==> src/rtl/axi_cmd_reg_map.sv <==
// Register-map writer: decodes {opcode, id, addr/data pairs} command frames into a flat
// register bank and answers every frame with a 3-word acknowledge on the response stream.
module axi_cmd_reg_map #(
    parameter int          REG_WIDTH = 4,
    parameter int          NUM_REG   = 6,
    parameter logic [31:0] RESET_VAL = 32'h0
) (
    input  logic                           axi_tclk,
    input  logic                           axi_tresetn,
    input  logic [31:0]                    s_axis_tdata,
    input  logic                           s_axis_tvalid,
    input  logic                           s_axis_tlast,
    output logic                           s_axis_tready,
    output logic [31:0]                    m_axis_tdata,
    output logic                           m_axis_tvalid,
    output logic                           m_axis_tlast,
    input  logic                           m_axis_tready,
    output logic [NUM_REG*8*REG_WIDTH-1:0] reg_map_data,
    output logic                           reg_wr_strobe,
    output logic [7:0]                     reg_wr_addr,
    output logic [31:0]                    cmd_id_out
);

    localparam int          RW       = 8 * REG_WIDTH;
    localparam logic [RW-1:0] REG_RST = RESET_VAL[RW-1:0];
    localparam logic [31:0] OP_WRITE = 32'h5757_5757;
    localparam logic [31:0] ACK_WORD = 32'h4143_4B21;

    typedef enum logic [2:0] {S_IDLE, S_ID, S_ADDR, S_DATA, S_DROP, S_RESP} state_t;

    state_t        state_q;
    logic [1:0]    resp_idx_q;
    logic [31:0]   id_q;
    logic [7:0]    addr_q;
    logic          bad_op_q;
    logic          trunc_q;
    logic [15:0]   wr_cnt_q;
    logic [7:0]    bad_addr_cnt_q;
    logic [RW-1:0] regs_q [NUM_REG];
    logic          s_tready_q;
    logic          m_tvalid_q;
    logic          m_tlast_q;
    logic [31:0]   m_tdata_q;
    logic          strobe_q;
    logic [7:0]    wr_addr_q;
    logic [31:0]   cmd_id_q;

    logic [15:0]   wr_cnt_d;
    logic [7:0]    bad_addr_cnt_d;
    logic [31:0]   status_d;
    logic          beat;
    logic          m_hs;
    logic          addr_ok;

    always_comb begin
        beat           = s_axis_tvalid && s_tready_q;
        m_hs           = m_tvalid_q && m_axis_tready;
        addr_ok        = ({24'd0, addr_q} < 32'(NUM_REG));
        wr_cnt_d       = (wr_cnt_q == 16'hFFFF) ? wr_cnt_q : wr_cnt_q + 16'd1;
        bad_addr_cnt_d = (bad_addr_cnt_q == 8'hFF) ? bad_addr_cnt_q : bad_addr_cnt_q + 8'd1;
        status_d       = {bad_op_q, trunc_q, 6'b0, bad_addr_cnt_q, wr_cnt_q};
    end

    always_ff @(posedge axi_tclk or negedge axi_tresetn) begin
        if (!axi_tresetn) begin
            state_q        <= S_IDLE;
            resp_idx_q     <= 2'd0;
            id_q           <= 32'd0;
            addr_q         <= 8'd0;
            bad_op_q       <= 1'b0;
            trunc_q        <= 1'b0;
            wr_cnt_q       <= 16'd0;
            bad_addr_cnt_q <= 8'd0;
            s_tready_q     <= 1'b0;
            m_tvalid_q     <= 1'b0;
            m_tlast_q      <= 1'b0;
            m_tdata_q      <= 32'd0;
            strobe_q       <= 1'b0;
            wr_addr_q      <= 8'd0;
            cmd_id_q       <= 32'd0;
            for (int k = 0; k < NUM_REG; k++) regs_q[k] <= REG_RST;
        end else begin
            strobe_q <= 1'b0;
            if (state_q != S_RESP) s_tready_q <= 1'b1;
            case (state_q)
                S_IDLE: if (beat) begin
                    wr_cnt_q       <= 16'd0;
                    bad_addr_cnt_q <= 8'd0;
                    id_q           <= 32'd0;
                    bad_op_q       <= (s_axis_tdata != OP_WRITE);
                    trunc_q        <= s_axis_tlast;
                    state_q        <= (s_axis_tdata == OP_WRITE) ? S_ID : S_DROP;
                end
                S_ID: if (beat) begin
                    id_q    <= s_axis_tdata;
                    state_q <= S_ADDR;
                end
                S_ADDR: if (beat) begin
                    addr_q  <= s_axis_tdata[7:0];
                    trunc_q <= s_axis_tlast;
                    state_q <= S_DATA;
                end
                S_DATA: if (beat) begin
                    if (addr_ok) begin
                        for (int k = 0; k < NUM_REG; k++)
                            if (addr_q == 8'(k)) regs_q[k] <= s_axis_tdata[RW-1:0];
                        strobe_q  <= 1'b1;
                        wr_addr_q <= addr_q;
                        wr_cnt_q  <= wr_cnt_d;
                    end else begin
                        bad_addr_cnt_q <= bad_addr_cnt_d;
                    end
                    state_q <= S_ADDR;
                end
                S_DROP: begin
                end
                S_RESP: if (m_hs) begin
                    case (resp_idx_q)
                        2'd0: begin
                            m_tdata_q  <= id_q;
                            resp_idx_q <= 2'd1;
                        end
                        2'd1: begin
                            m_tdata_q  <= status_d;
                            m_tlast_q  <= 1'b1;
                            resp_idx_q <= 2'd2;
                        end
                        default: begin
                            m_tvalid_q <= 1'b0;
                            m_tlast_q  <= 1'b0;
                            m_tdata_q  <= 32'd0;
                            cmd_id_q   <= id_q;
                            s_tready_q <= 1'b1;
                            state_q    <= S_IDLE;
                        end
                    endcase
                end
                default: state_q <= S_IDLE;
            endcase
            // Any tlast beat, whatever the decode state, closes the frame and starts the ack.
            if (beat && s_axis_tlast) begin
                state_q    <= S_RESP;
                s_tready_q <= 1'b0;
                m_tvalid_q <= 1'b1;
                m_tlast_q  <= 1'b0;
                m_tdata_q  <= ACK_WORD;
                resp_idx_q <= 2'd0;
            end
        end
    end

    for (genvar g = 0; g < NUM_REG; g++) begin : g_flat
        assign reg_map_data[g*RW +: RW] = regs_q[g];
    end

    assign s_axis_tready = s_tready_q;
    assign m_axis_tdata  = m_tdata_q;
    assign m_axis_tvalid = m_tvalid_q;
    assign m_axis_tlast  = m_tlast_q;
    assign reg_wr_strobe = strobe_q;
    assign reg_wr_addr   = wr_addr_q;
    assign cmd_id_out    = cmd_id_q;

endmodule

==> config.mk <==
export PLATFORM = sky130hd
export DESIGN_NAME = axi_cmd_reg_map
export DESIGN_NICKNAME = d
export VERILOG_FILES = /design/src/rtl/axi_cmd_reg_map.sv
export SDC_FILE = /design/constraint.sdc
export NUM_CORES = 1
export LEC_CHECK = 0
export CORE_UTILIZATION = 29
export CTS_CLUSTER_DIAMETER = 50
export DETAILED_ROUTE_END_ITERATION = 16
export HOLD_SLACK_MARGIN = 0.06
export PLACE_DENSITY = 0.56
export SLEW_MARGIN = 30
export SYNTH_ARGS = -nofsm -noshare
export SYNTH_HDL_FRONTEND = slang
export SYNTH_SLANG_ARGS = --single-unit
==> constraint.sdc <==
create_clock -name axi_tclk -period 5.5 [get_ports axi_tclk]
set_clock_uncertainty 0.15 [all_clocks]
set_input_delay 1.65 -clock axi_tclk [delete_from_list [all_inputs] [get_ports axi_tclk]]
set_output_delay 1.65 -clock axi_tclk [all_outputs]
set_load 0.03 [all_outputs]
# After elaboration in Yosys (flattened, before gate mapping)
# Index checks and enable logic that the tools add are counted.
totals:
  regBits: 339
  word_cells: 134
  inputBits: 37
classes:
  n_eq_ne: 31
  n_bitwise: 1
  add_sub_neg: 2
  n_mux: 45
  n_lt_le_gt_ge: 1
  n_reduce_logical: 33
op_table:
  columns: ["operator", "count"]
  rows:
  - ["32-bit 2-to-1 mux", 5]
  - ["32-bit case mux with 2 select lines", 2]
  - ["16-bit 2-to-1 mux", 4]
  - ["32-bit by 31-bit equality test with 1-bit output, second input constant", 1]
  - ["8-bit 2-to-1 mux", 4]
  - ["32-bit by 31-bit != test with 1-bit output, second input constant", 1]
  - ["16-bit case mux with 2 select lines", 1]
  - ["4-bit AND reduction", 6]
  - ["3-bit 2-to-1 mux", 7]
  - ["2-bit != test, second input constant", 9]
  - ["3-bit AND reduction", 6]
  - ["16-bit by 1-bit adder with 16-bit output, second input constant", 1]
  - ["16-bit equality test, second input constant", 1]
  - ["8-bit by 2-bit equality test with 1-bit output, second input constant", 2]
  - ["8-bit by 3-bit equality test with 1-bit output, second input constant", 2]
  - ["8-bit case mux with 2 select lines", 1]
  - ["1-bit 2-to-1 mux", 15]
  - ["3-bit != test, second input constant", 5]
  - ["3-bit case mux with 5 select lines", 1]
  - ["5-bit AND reduction", 2]
  - ["8-bit by 1-bit adder with 8-bit output, second input constant", 1]
  - ["8-bit by 1-bit equality test with 1-bit output, second input constant", 1]
  - ["8-bit equality test, second input constant", 1]
  - ["8-bit zero test", 1]
  - ["19 further kinds", 33]

# Longest topological paths before layout
depth:
  depth_word: 6
  mapped_depth: 8
  depth_no_buf: 6

# Worst setup path before layout
# OpenSTA, ideal clock, no wires.
synth_path:
  kind: "input port to flip-flop"
  startpoint: "in s_axis_tvalid"
  endpoint: "reg regs_q, in the netlist reg_map_data[65]"
  setup_slack_ns: 2.110
  path_buffers: 1
  arrival_time_ns: 3.115
  stages: 6
  t_required_ns: 5.225
  cell_sequence: "nand2_1 -> nor4_4 -> nand2b_2 -> nor3b_2 -> buf_4 -> mux2_2"
synth_between:
  elab_chain_cells: 2
synth_lines:
  columns: ["item", "line", "source"]
  rows:
  - ["start: declaration", "11", "input logic s_axis_tvalid,"]
  - ["1-bit logical AND", "56", "beat = s_axis_tvalid && s_tready_q;"]
  - ["4-bit AND reduction (no line)", null, null]
  - ["end signal: indexed assignment", "106", "if (addr_q == 8'(k)) regs_q[k] <= s_axis_tdata[RW-1:0];"]
  - ["end: declaration", "39", "logic [RW-1:0] regs_q [NUM_REG];"]
# Every way passes these cells.
# A chain may end at the register's enable or synchronous reset.

# Worst setup path after layout
layout_path:
  startpoint: "in s_axis_tvalid"
  endpoint: "reg regs_q, in the netlist reg_map_data[53]"
# Same word-level chain as after synthesis.

==> summary.md <==
| Metric | Value |
|---|---|
| Fin crit share | `0.672` |
| Pin count of the biggest net entering global routing | `112` |
| Met3 WL | `2.74 mm` |
| Cell area after synthesis | `13500 sq um` |
| Die Y | `218 um` |
| Power density over cell area | `431 nW/um^2` |
| Yosys reg bits | `339` |
| Critical setup path kind | `input port to register` |
| DIE WIDTH | `218 um` |
| Vias in the first global route | `9768` |
| Count of cell types in the netlist | `52` |
| Post-CTS Hold Fix Bufs | `0` |
| ANT nets after route | `0` |
| DRC viols | `0` |
| Row cnt | `78` |
| Tot GR Track Use | `0.176` |
| Hold_ws | `323 ps` |
| Max Slew Vio Count | `0` |
| Sequential-to-total area share from yosys stat | `0.630` |
| Yosys top cell by area | `dfrtp_1` |
| CTS tree | `built` |
| GPL Wtd Cong | `0.795` |
| Core area | `45600 sq um` |
| Clock sink total | `339` |
| # port buffers | `304` |
| Placed cell area | `17300 sq um` |
| Status | `finished, final reports clean` |
| Final hold violation count | `0` |
| H-tree depth | `2` |
| Dominant synthesized flop cell | `dfrtp_1` |
| Post-CTS Resized | `0` |
| RSZ-0062 raised after global routing | `no` |
| Finished Core Util | `0.413` |
| Post-synth EDFFs | `0` |
| Minimum clock period | `3700 ps` |
| Gr ovfl total | `0` |
| Worst-path clk slew | `60 ps` |
| Area of the multi-input gates | `4770 sq um` |
| CP required | `5780 ps` |
| First-pass GRT wire length | `62.6 mm` |
| Final WL | `41.2 mm` |
| Mapped Avg Cell Area | `13.4 sq um` |
| Critical Path End Type | `register` |
| Fillers | `4309` |
| CTS Buf Count | `45` |
| Bufs on Longest Clock Path | `3` |
| CTS root buf | `clkbuf_16` |
| WP data arrival | `3980 ps` |
| Routed WL per cell | `20.9 um` |
| Max_slew headroom | `0.349` |
| Largest cells by area after synthesis | `dfrtp_1 (63%), mux2_2 (19%), nand2_1 (3.5%)` |
| Drt pass-1 iters | `4` |
| Layout Nets | `1376` |
| Initial antenna violation count | `2` |
| Register area | `8480 sq um` |
| Syn-to-layout area delta | `39.8%` |
| Leak pwr | `8.67 nW` |
| Number of vias after detailed routing | `9273` |
| DRT iter0 DRCs | `576` |
| Final Setup Violations | `0` |
| Die ar. | `47300 sq um` |
| Share of cells above drive strength 1 | `0.251` |
| Worst hold path type | `register to register` |
| Worst skew pair latency | `550 ps` |
| Critical Path Fanout Max | `32` |
| Dpl hpwl | `28.5 mm` |
| Vias/cell | `4.71` |
| Met2 wire len | `19.5 mm` |
| Max_cap viols | `0` |
| Slew @ Worst Pin | `961 ps` |
| Peak Freq | `271 MHz` |
| Design area | `18800 sq um` |
| Cell count after synthesis | `1006` |
| Setup TNS | `0 ps` |
| WL met1 | `18.0 mm` |
| Top cell type's share of synthesized area | `0.630` |
| Total power | `8.12 mW` |
| ANT cells | `0` |
| Top Layer Used | `met4` |
| VDD IR max | `0.302 mV` |
| Yosys Warn Count | `0` |
| Syn Nets | `1045` |
| Initial Util | `0.296` |
| Io pins | `305` |
| Synth async-reset ratio | `1.00` |
| Worst Setup Start Kind | `input port` |
| Post-CTS setup buffers | `0` |
cells in the mapped netlist (4+ instances only):
cell / number
a21o_1: 5
a21oi_1: 12
a22o_1: 5
a22oi_1: 16
a31oi_1: 7
and2_1: 9
and3_1: 7
buf_4: 6
clkbuf_1: 38
dfrtp_1: 339
mux2_1: 8
mux2_2: 225
mux2i_1: 12
nand2_1: 125
nand3_1: 14
nand4_1: 9
nor2_1: 25
nor3_1: 7
nor3b_1: 4
o21ai_0: 67
o22ai_1: 5
o311ai_0: 10
cell type report:
type / count / area share
flip-flops and latches: 339 / 0.450
multi-input cells: 612 / 0.253
repair buffers: 337 / 0.177
clock buffers: 56 / 0.0636
well taps: 600 / 0.0399
clock inverters: 23 / 0.0151
inverters: 2 / 0.000399
cell usage in the layout, fill, tap and decap left out, types with 4 or more instances in the layout:
cell,n
dfrtp_1,339
clkdlybuf4s50_1,303
mux2_2,225
nand2_1,125
o21ai_0,67
clkbuf_16,45
buf_4,30
nor2_1,24
a22oi_1,16
nand3_1,13
mux2i_1,12
a21oi_1,12
o311ai_0,10
and2_1,9
nand4_1,9
mux2_1,8
clkbuf_1,8
and3_1,7
clkinv_4,7
nor3_1,6
a31oi_1,6
a22o_1,5
o22ai_1,5
a21o_1,5
nor3b_1,4
clkinv_2,4
bufinv_16,4
per-layer routing:
metal  up-vias  track usage
met3        54       0.0512
met4         0       0.0493
met1      4703        0.230
li1       4266            -
met2       250        0.282
met5         -            0
stage by stage:
stage	cells	setup WS, ps
finish	1969	1800
global route	1969	1700
CTS	1968	1860
detailed placement	1889	1270
global placement	1889	1320
floorplan	1006	2110
where the power goes:
group | switching (mW) | internal, mW
Clock | 1.16 | 1.76
Sequential | 0.367 | 2.89
Combinational | 1.15 | 0.795
Total | 2.68 | 5.45
critical path, cell delays in order:
cell	delay, ps
clkdlybuf4s50_1	540
nand2_1	130
nor4_4	140
buf_4	240
nand2b_2	170
nor3b_4	210
buf_4	470
mux2_2	400
registers in the layout, indices dropped and copies added, names as in the netlist:
register        cells
bad_addr_cnt_q      8
s_axis_tready       1
reg_wr_addr         8
bad_op_q            1
m_axis_tdata       32
cmd_id_out         32
addr_q              8
trunc_q             1
reg_map_data      192
state_q             3
m_axis_tvalid       1
reg_wr_strobe       1
m_axis_tlast        1
resp_idx_q          2
id_q               32
wr_cnt_q           16
final timing paths:
kind	start	end	slack (ps)	cells past startpoint
worst max register to register	state_q[2]	reg_map_data[53]	2310	7
worst min-delay path	reg_wr_addr[0]	reg_wr_addr[0]	320	2
max in group asynchronous	axi_tresetn	id_q[17]	3230	3
worst min register to register	reg_wr_addr[0]	reg_wr_addr[0]	320	2
worst max-delay path	s_axis_tvalid	reg_map_data[53]	1800	8
min in group asynchronous	axi_tresetn	reg_map_data[127]	810	1
cell families (layout without fill, tap and decap cells):
logic type / Yosys count / after routing / synth area share
compound gates: 131 / 131 / 0.0588
flops: 339 / 339 / 0.630
mux: 245 / 245 / 0.204
fa+ha+maj: 2 / 2 / 0.00186
simple gates: 229 / 229 / 0.0837
xor+xnor: 5 / 5 / 0.00325
buf+inv: 55 / 418 / 0.0189
(Power assumes the default switching activity.)
